## src/rtl/dog_pkg.sv

```systemverilog
// Shared DoG pipeline types: RAM1 address/data widths and the write-post entry.
package dog_pkg;

   localparam int DOG_ADDR_W = 16;
   localparam int DOG_DATA_W = 8;

   typedef struct packed {
      logic [DOG_ADDR_W-1:0] addr;
      logic [DOG_DATA_W-1:0] data;
      logic                  valid;
   } dog_wbuf_entry_t;

endpackage

```

## src/rtl/dog_wbuf.sv

```systemverilog
// Write-post FIFO for RAM1: circular buffer, level counter and a parallel
// address compare against every valid entry for read-after-write detection.
module dog_wbuf
   import dog_pkg::*;
#(
   parameter int DEPTH = 4,
   localparam int PTR_W = $clog2(DEPTH),
   localparam int LVL_W = $clog2(DEPTH + 1)
) (
   input  logic                  clk,
   input  logic                  rst_n,
   input  logic                  i_push,
   input  logic [DOG_ADDR_W-1:0] i_addr,
   input  logic [DOG_DATA_W-1:0] i_data,
   input  logic                  i_pop,
   input  logic [DOG_ADDR_W-1:0] i_cmp_addr,
   output logic [DOG_ADDR_W-1:0] o_head_addr,
   output logic [DOG_DATA_W-1:0] o_head_data,
   output logic [LVL_W-1:0]      o_level,
   output logic                  o_hit
);

   dog_wbuf_entry_t  r_mem [DEPTH];
   logic [PTR_W-1:0] r_wr_ptr;
   logic [PTR_W-1:0] r_rd_ptr;
   logic [LVL_W-1:0] r_level;
   logic             w_hit;

   // Entry storage and wrap-around pointers; pop clears the valid bit so the
   // compare only ever sees live entries.
   always_ff @(posedge clk or negedge rst_n) begin
      if (!rst_n) begin
         for (int unsigned i = 0; i < DEPTH; i++) begin
            r_mem[i] <= '0;
         end
         r_wr_ptr <= '0;
         r_rd_ptr <= '0;
      end else begin
         if (i_pop) begin
            r_mem[r_rd_ptr].valid <= 1'b0;
            r_rd_ptr              <= r_rd_ptr + 1'b1;
         end
         if (i_push) begin
            r_mem[r_wr_ptr] <= '{addr: i_addr, data: i_data, valid: 1'b1};
            r_wr_ptr        <= r_wr_ptr + 1'b1;
         end
      end
   end

   // Occupancy count; simultaneous push and pop leaves it unchanged.
   always_ff @(posedge clk or negedge rst_n) begin
      if (!rst_n) begin
         r_level <= '0;
      end else begin
         case ({i_push, i_pop})
            2'b10:   r_level <= r_level + 1'b1;
            2'b01:   r_level <= r_level - 1'b1;
            default: r_level <= r_level;
         endcase
      end
   end

   // Hazard compare of the requested read address against all valid entries.
   always_comb begin
      w_hit = 1'b0;
      for (int unsigned i = 0; i < DEPTH; i++) begin
         if (r_mem[i].valid && (r_mem[i].addr == i_cmp_addr)) begin
            w_hit = 1'b1;
         end
      end
   end

   assign o_hit       = w_hit;
   assign o_level     = r_level;
   assign o_head_addr = r_mem[r_rd_ptr].addr;
   assign o_head_data = r_mem[r_rd_ptr].data;

endmodule

```

## src/rtl/dog_ram1_arb.sv

```systemverilog
// RAM1 port arbiter: serialises address-generator reads and posted result
// writes onto one registered RAM port, with hazard, starvation and flush control.
module dog_ram1_arb
   import dog_pkg::*;
#(
   parameter int WBUF_DEPTH = 4,
   parameter int MAX_WAIT   = 8
) (
   input  logic                               clk,
   input  logic                               rst_n,
   input  logic                               rd_valid_in,
   input  logic [DOG_ADDR_W-1:0]              rd_addr_in,
   output logic                               rd_ready_out,
   input  logic                               wr_valid_in,
   input  logic [DOG_ADDR_W-1:0]              wr_addr_in,
   input  logic [DOG_DATA_W-1:0]              wr_data_in,
   output logic                               wr_ready_out,
   input  logic                               flush_in,
   output logic                               flush_done_out,
   output logic [$clog2(WBUF_DEPTH+1)-1:0]    wbuf_level_out,
   output logic                               ram_en_o,
   output logic                               ram_we_o,
   output logic [DOG_ADDR_W-1:0]              ram_addr_o,
   output logic [DOG_DATA_W-1:0]              ram_wdata_o,
   input  logic [DOG_DATA_W-1:0]              ram_rdata_i,
   output logic                               rd_data_valid_out,
   output logic [DOG_DATA_W-1:0]              rd_data_out
);

   localparam int LVL_W = $clog2(WBUF_DEPTH + 1);
   localparam int STV_W = $clog2(MAX_WAIT + 1);
   localparam logic [LVL_W-1:0] DEPTH_L    = LVL_W'(WBUF_DEPTH);
   localparam logic [STV_W-1:0] MAX_WAIT_L = STV_W'(MAX_WAIT);

   logic [LVL_W-1:0]      w_level;
   logic                  w_hit;
   logic [DOG_ADDR_W-1:0] w_head_addr;
   logic [DOG_DATA_W-1:0] w_head_data;
   logic                  w_nonempty;
   logic                  w_force;
   logic                  w_grant_wr;
   logic                  w_grant_rd;
   logic                  w_push;

   logic [STV_W-1:0]      r_starve;
   logic                  r_ram_en;
   logic                  r_ram_we;
   logic [DOG_ADDR_W-1:0] r_ram_addr;
   logic [DOG_DATA_W-1:0] r_ram_wdata;
   logic                  r_rd_vld;
   logic                  r_flush_done;

   dog_wbuf #(
      .DEPTH (WBUF_DEPTH)
   ) u_wbuf (
      .clk         (clk),
      .rst_n       (rst_n),
      .i_push      (w_push),
      .i_addr      (wr_addr_in),
      .i_data      (wr_data_in),
      .i_pop       (w_grant_wr),
      .i_cmp_addr  (rd_addr_in),
      .o_head_addr (w_head_addr),
      .o_head_data (w_head_data),
      .o_level     (w_level),
      .o_hit       (w_hit)
   );

   // Grant decision: forced write, else read, else opportunistic write.
   // Acceptance uses the pre-pop level, so a full buffer never takes a write.
   always_comb begin
      w_nonempty = (w_level != '0);
      w_force    = w_nonempty && (flush_in || (w_level == DEPTH_L) ||
                                  (r_starve == MAX_WAIT_L) || (rd_valid_in && w_hit));
      w_grant_wr = w_force || (!rd_valid_in && w_nonempty);
      w_grant_rd = !w_force && rd_valid_in;
      w_push     = wr_valid_in && (w_level < DEPTH_L);
   end

   // Starvation counter: cycles a buffered write has been passed over by reads.
   always_ff @(posedge clk or negedge rst_n) begin
      if (!rst_n) begin
         r_starve <= '0;
      end else if (!w_nonempty || w_grant_wr) begin
         r_starve <= '0;
      end else if (r_starve != MAX_WAIT_L) begin
         r_starve <= r_starve + 1'b1;
      end
   end

   // Registered RAM port; address/data hold their last value when idle.
   always_ff @(posedge clk or negedge rst_n) begin
      if (!rst_n) begin
         r_ram_en    <= 1'b0;
         r_ram_we    <= 1'b0;
         r_ram_addr  <= '0;
         r_ram_wdata <= '0;
      end else begin
         r_ram_en <= w_grant_wr || w_grant_rd;
         r_ram_we <= w_grant_wr;
         if (w_grant_wr) begin
            r_ram_addr  <= w_head_addr;
            r_ram_wdata <= w_head_data;
         end else if (w_grant_rd) begin
            r_ram_addr  <= rd_addr_in;
         end
      end
   end

   // Read-valid pipeline and flush completion flag.
   always_ff @(posedge clk or negedge rst_n) begin
      if (!rst_n) begin
         r_rd_vld     <= 1'b0;
         r_flush_done <= 1'b0;
      end else begin
         r_rd_vld     <= r_ram_en && !r_ram_we;
         r_flush_done <= flush_in && !w_nonempty;
      end
   end

   assign rd_ready_out      = w_grant_rd;
   assign wr_ready_out      = (w_level < DEPTH_L);
   assign wbuf_level_out    = w_level;
   assign flush_done_out    = r_flush_done;
   assign ram_en_o          = r_ram_en;
   assign ram_we_o          = r_ram_we;
   assign ram_addr_o        = r_ram_addr;
   assign ram_wdata_o       = r_ram_wdata;
   assign rd_data_valid_out = r_rd_vld;
   assign rd_data_out       = ram_rdata_i;

endmodule
```

## config.mk

```make
export PLATFORM = sky130hd
export DESIGN_NAME = dog_ram1_arb
export DESIGN_NICKNAME = d
export VERILOG_FILES = /design/src/rtl/dog_pkg.sv /design/src/rtl/dog_wbuf.sv /design/src/rtl/dog_ram1_arb.sv
export SDC_FILE = /design/constraint.sdc
export NUM_CORES = 1
export LEC_CHECK = 0
export ABC_AREA = 0
export ABC_CLOCK_PERIOD_IN_PS = 2950
export BUFFER_PORTS_ARGS = -buffer_cell sky130_fd_sc_hd__buf_4
export CORE_ASPECT_RATIO = 1.4
export CORE_MARGIN = 2
export CORE_UTILIZATION = 40
export DETAILED_ROUTE_END_ITERATION = 6
export PLACE_DENSITY = 0.66
export SETUP_SLACK_MARGIN = 0.5
export SLEW_MARGIN = 30
export SYNTH_ARGS = -nofsm -noshare
export SYNTH_HDL_FRONTEND = slang
export SYNTH_SLANG_ARGS = --single-unit
```

## constraint.sdc

```tcl
create_clock -name clk -period 2.95 [get_ports clk]
set_input_delay 0.59 -clock clk [delete_from_list [all_inputs] [get_ports clk]]
set_output_delay 0.59 -clock clk [all_outputs]
set_load 0.005 [all_outputs]
```

== Word level (Yosys, flattened, before mapping) ==
Cells that the tools add are included.
Widths: inputs -> output; s select.

* Register bits: 139
* Logic and storage cells: 90
* Input port bits: 53

* Bitwise gates (word level): 2
* Equality and inequality tests: 9
* Order comparisons: 5
* Reduce and logical (&&, ||, !) cells: 27
* $add $sub $neg: 5
* Mux-type cells: 20

{| class="wikitable"
|+ Operators with widths
! cell !! number
|-
| $bwmux 100 || 2
|-
| $mux 100 || 2
|-
| $demux 25 s2 || 2
|-
| $mux 25 || 3
|-
| $eq 16x16->1 || 4
|-
| $bmux 25 s2 || 1
|-
| $mux 16 || 2
|-
| $logic_and 1x1->1 || 13
|-
| $mux 4 || 2
|-
| $ge 3x3->1 const B || 2
|-
| $logic_or 1x1->1 || 6
|-
| $lt 3x1->1 const B || 2
|-
| $not 2->3 || 2
|-
| $pmux 3 s2 || 1
|-
| $reduce_bool 2->1 || 3
|-
| $mux 1 || 5
|-
| $add 2x1->2 const B || 2
|-
| $add 4x1->4 const B || 1
|-
| $eq 4x4->1 const B || 1
|-
| $logic_not 1->1 || 4
|-
| $ne 4x4->1 const B || 1
|-
| $add 3x1->3 const B || 1
|-
| $eq 3x3->1 const B || 1
|-
| $lt 3x3->1 const B || 1
|-
| 4 further kinds || 4
|}

== Logic depth before layout (Yosys ltp) ==
* Depth in word-level cells: 13
* Gate-level depth with buffers: 14
* Mapped depth without buffers: 13

== By module ==
Synthesis repeated with hierarchy kept, for this count alone.

* Cell total of the unflattened synthesis: 561
* Area total of the unflattened synthesis: 7,363.3 um2

{| class="wikitable"
|+ Modules (own cells, without submodules)
! module !! times used !! seq. area each (um2) !! area an instance (um2) !! cells each
|-
| dog_wbuf || 1 || 2,677.6 || 5,456.5 || 389
|-
| dog_ram1_arb || 1 || 800.8 || 1,906.8 || 172
|}

== Least setup slack after synthesis ==
OpenSTA, ideal clock, no wires.

* Path type: input-to-reg
* Start point: input rd_addr_in[12]
* End point: register u_wbuf.r_level[2], in the netlist u_wbuf.o_level[2]
* Data arrival time: 2.845 ns
* Path buffers: 2
* Setup time: 0.080 ns
* Stages: 14
* Path slack: 0.025 ns
* Cell sequence: buf_2 > xor2_1 > nor4_1 > nand4_1 > o32ai_2 > nor3_1 > nor2_2 > buf_6 > ha_1 > inv_1 > fa_1 > xor2_1 > nor2_1 > xnor2_1

* Longest elaborated chain between the ends: 12
* Elaborated cells between the ends (all ways): 20
* Those cells by class: eq/ne (6); mux (5); reduce/logical (9)

{| class="wikitable"
|+ Ends and longest elaborated chain
! item !! line !! text
|-
| from (decl) || dog_ram1_arb.sv:12 || <nowiki>input logic [DOG_ADDR_W-1:0] rd_addr_in,</nowiki>
|-
| $eq 16x16->1 || dog_wbuf.sv:67 || <nowiki>if (r_mem[i].valid && (r_mem[i].addr == i_cmp_addr)) begin</nowiki>
|-
| $logic_and 1x1->1 || dog_wbuf.sv:67 ||
|-
| $mux 1 (3 in series) || dog_wbuf.sv:67 ||
|-
| $mux 1 * || dog_wbuf.sv:67 ||
|-
| $logic_and 1x1->1 * || dog_ram1_arb.sv:74 || <nowiki>(r_starve == MAX_WAIT_L) || (rd_valid_in && w_hit));</nowiki>
|-
| $logic_or 1x1->1 * || dog_ram1_arb.sv:74 ||
|-
| $logic_and 1x1->1 * || dog_ram1_arb.sv:73 || <nowiki>w_force = w_nonempty && (flush_in || (w_level == DEPTH_L) ||</nowiki>
|-
| $logic_or 1x1->1 * || dog_ram1_arb.sv:75 || <nowiki>w_grant_wr = w_force || (!rd_valid_in && w_nonempty);</nowiki>
|-
| named net u_wbuf.i_pop || dog_wbuf.sv:15 || <nowiki>input logic i_pop,</nowiki>
|-
| $eq 2x1->1 / $eq 2x2->1 (equally long branches) || dog_wbuf.sv:55 || <nowiki>case ({i_push, i_pop})</nowiki>
|-
| $pmux 3 s2 / $reduce_bool 2->1 (equally long branches) || n/a ||
|-
| to (signal assigned) || dog_wbuf.sv:56 || <nowiki>2'b10: r_level <= r_level + 1'b1;</nowiki>
|-
| to (signal assigned) || dog_wbuf.sv:57 || <nowiki>2'b01: r_level <= r_level - 1'b1;</nowiki>
|-
| to (signal assigned) || dog_wbuf.sv:58 || <nowiki>default: r_level <= r_level;</nowiki>
|-
| to (decl) || dog_wbuf.sv:26 || <nowiki>logic [LVL_W-1:0] r_level;</nowiki>
|}

The timed path passes the listed nets; every way through them passes the cells marked *.
A chain may end at the register's enable or synchronous reset.

== Worst setup path after layout ==
* Start point: register u_wbuf.r_mem[34] (netlist bit)
* End point: output rd_ready_out

* Longest elaborated chain between the ends: 9

{| class="wikitable"
|+ Ends and longest elaborated chain
! item !! line !! text
|-
| from (decl) || dog_wbuf.sv:23 || <nowiki>dog_wbuf_entry_t r_mem [DEPTH];</nowiki>
|-
| from (signal, indexed assignment) || dog_wbuf.sv:44 || <nowiki>r_mem[r_wr_ptr] <= '{addr: i_addr, data: i_data, valid: 1'b1};</nowiki>
|-
| $eq 16x16->1 || dog_wbuf.sv:67 ||
|-
| $logic_and 1x1->1 || dog_wbuf.sv:67 ||
|-
| $mux 1 (2 in series) || dog_wbuf.sv:67 ||
|-
| $logic_and 1x1->1 || dog_ram1_arb.sv:74 ||
|-
| $logic_or 1x1->1 || dog_ram1_arb.sv:74 ||
|-
| $logic_and 1x1->1 || dog_ram1_arb.sv:73 ||
|-
| $logic_not 1->1 || dog_ram1_arb.sv:76 || <nowiki>w_grant_rd = !w_force && rd_valid_in;</nowiki>
|-
| $logic_and 1x1->1 || dog_ram1_arb.sv:76 ||
|-
| to (decl) || dog_ram1_arb.sv:13 || <nowiki>output logic rd_ready_out,</nowiki>
|}

No other way between the ends.

==> impl_metrics.csv <==
group,metric,value,unit
run_status,status,"finished, final reports clean",
global_routing,grt-ovfl-total,0,
floorplan,core,0.0174,mm2
detailed_routing,wl_per_cell,19.9,um
synth,yosysTopAreaCell,"dfrtp_1",
place,place_area,0.00810,mm2
timing,hold_viol,0,
setup_path,cpMostUsedCell,"buf_4",
setup_path,required,2360,ps
floorplan,die_area,0.0189,mm2
global_routing,first_global_vias,5183,
synth,async_reset_ff_frac,1.00,
clock_network,cts_root_buffer,"clkbuf_16",
timing,setup_viol,0,
min_path,min_path_type,"primary input to async pin",
synth,synth-seq-cells,139,
layout,finalNonFillerCells,895,
global_routing,antenna_found_initial,0,
detailed_routing,first_pass_iters,4,
setup_path,cp_slowest_cell,"dfrtp_1",
place,place.port_buffers,77,
synth,ys.flop_type,"dfrtp_1",
timing,setup_ws,26.2,ps
timing,rsz0062_at_grt,"yes",
synth,ys_types,32,
place,place.gp.congestion,0.836,
floorplan,rows,57,
layout,drive_above_1_share,0.460,
power,power.density,1110,mW/mm2
detailed_routing,routed_wl,17800,um
setup_path,arrival,2330,ps
detailed_routing,vias,4725,
synth,synth_area_leaders,"dfrtp_1, mux2_2, xor2_1",
job,cap_violations,0,
synth,synth_fp_nets,614,
layout,fin_area,0.00883,mm2
synth,synth_area,0.00714,mm2
setup_path,start_kind,"flop",
detailed_routing,drtIter0Drc,198,
layout,nNetsFinal,711,
clock_network,clk_path_buf_depth,2,
timing,finClkSkew,20.3,ps
clock_network,cts_tree,"built",
floorplan,fp.dieH,162,um
clock_network,numCtsBuffers,17,
power,vdd_drop_max,0.477,mV
floorplan,pin_count,94,
setup_path,critPathKind,"flop to output port",
synth,synth_edf_count,0,
setup_path,worstPathMaxFanout,2,
timing,final_max_slew_viol_count,0,
detailed_routing,drc_errors,0,
timing,slew_headroom,0.419,
global_routing,grt.total_usage,0.196,
clock_network,cts_max_level,4,
layout,area_delta_synth_final,23.7,%
synth,synth_top_area_frac,0.487,
clock_network,insertion_delay,430,ps
synth,synth_warnings,0,
detailed_routing,viasPerCell,5.28,
synth,avgSynthCellArea,13.0,um2
timing,fmaxAchievable,342,MHz
floorplan,start_util,0.410,
global_routing,grt_pass1_wl,27800,um
layout,diodes,0,
synth,ys_seq_area_frac,0.487,
clock_network,clkTransAtPathRegs,60,ps
synth,post-synth-top-count-cell,"dfrtp_1",
synth,syn_inst,549,
synth,synthTopCellsByCount,"dfrtp_1, mux2_2, xor2_1, nand2_1, mux4_2",
place,place_hpwl,12300,um
global_routing,grt_max_degree,80,
detailed_routing,ant_nets,0,
timing,fin_crit_sh,0.991,
layout,multiInputGateArea,0.00341,mm2
layout,register_area,0.00348,mm2
power,power.leakage,0.00400,uW
setup_path,cp_slowest_stage_delay,410,ps
place,place_inst,855,
timing,period_minus_slack,2920,ps
place,pre_cts_ws,-222,ps
timing,tightest_slew,871,ps
setup_path,critPathCaptureType,"output port",
layout,fillers,1521,
floorplan,die_w,117,um
clock_network,clkSinkCount,139,
setup_path,path_cells,"xor2_2, nor4_2, buf_4, nand4_1, o32ai_2, nor3_4, nor2_4, buf_6, nor2b_1, buf_4",
-- kinds of logic after synthesis --
group / Yosys count / synth area share
mux: 145 / 0.267
flops: 139 / 0.487
simple gates: 91 / 0.0614
xor+xnor: 72 / 0.0883
buf+inv: 65 / 0.0456
compound gates: 25 / 0.0279
fa+ha+maj: 12 / 0.0221
-- path summary, 6_finish.rpt --
kind,to,cells past startpoint,slack [ps],from
max in group asynchronous,u_wbuf.r_mem[85],2,1860,rst_n
min reg2reg,rd_data_valid_out,1,430,ram_we_o
min in group clk,flush_done_out,2,380,flush_in
max,rd_ready_out,10,30,u_wbuf.r_mem[34]
max reg2reg,u_wbuf.o_level[2],15,110,u_wbuf.r_mem[34]
min,u_wbuf.r_mem[78],1,210,rst_n
-- where the power goes --
group          internal [uW]  leakage (uW)  switching (uW)
clock network           1190      0.000277             912
logic                   2360       0.00204            1720
registers               2860       0.00168             742
total                   6420       0.00400            3370
-- worst max-delay path, delay by kind of cell (launching register included) --
| family | cells | cell delay (ps) |
|---|---|---|
| simple gates | 5 | 640 |
| flops | 1 | 410 |
| buf+inv | 3 | 400 |
| compound gates | 1 | 290 |
| xor+xnor | 1 | 160 |
-- cells in the final DEF (no fill, tap or decap), types with 4 or more instances in the layout --
cell type,n
buf_4,124
clkbuf_16,18
dfrtp_1,139
ha_1,9
inv_1,13
inv_6,5
mux2_2,98
mux2_4,7
mux2i_1,16
mux4_2,24
nand2_1,30
nand3_1,18
nand4_1,4
nor2_1,12
nor3_1,5
nor4_1,8
nor4_2,4
o21ai_0,4
o221ai_1,16
xnor2_1,6
xor2_1,65
-- cell type report --
| type | count | area share |
|---|---|---|
| sequential | 139 | 0.394 |
| multi-input combinational | 345 | 0.386 |
| timing repair buffer | 129 | 0.115 |
| clock buffer | 17 | 0.0482 |
| tap | 236 | 0.0335 |
| clock inverter | 15 | 0.0177 |
| inverter | 14 | 0.00595 |
-- layer usage --
| layer | share of wire | up-vias | global-route usage |
|---|---|---|---|
| li1 | - | 2131 | - |
| met2 | 0.56 | 114 | 0.351 |
| met3 | 0.035 | 24 | 0.0336 |
| met1 | 0.39 | 2456 | 0.232 |
| met4 | 0.020 | 0 | 0.0711 |
| met5 | 0 | - | 0 |
-- flip-flops by register name (all words and copies together), names as in the netlist --
| register | flops |
|---|---|
| u_wbuf.r_rd_ptr | 2 |
| u_wbuf.r_wr_ptr | 2 |
| rd_data_valid_out | 1 |
| flush_done_out | 1 |
| ram_we_o | 1 |
| r_starve | 4 |
| u_wbuf.r_mem | 100 |
| ram_en_o | 1 |
| ram_addr_o | 16 |
| ram_wdata_o | 8 |
| u_wbuf.o_level | 3 |
-- per-stage QoR --
step,hold slack (ps),TNS [ps],util,power [uW]
final,208,0,0.507,9790
after global routing,269,-94.0,0.507,10400
after CTS,235,0,0.501,9750
after detailed placement,427,-338,0.465,7550
after global placement,413,-318,0.465,7380
after floorplan,294,0,-,6180
-- repair_timing --
item                                    CTS  global route
cloned                                    0             1
gates resized for setup                   5            10
setup buffers                             3             4
endpoints found under the setup margin   12            16
hold buffers                              0             0
pin swaps                                 2             4
(Power assumes the default switching activity.)
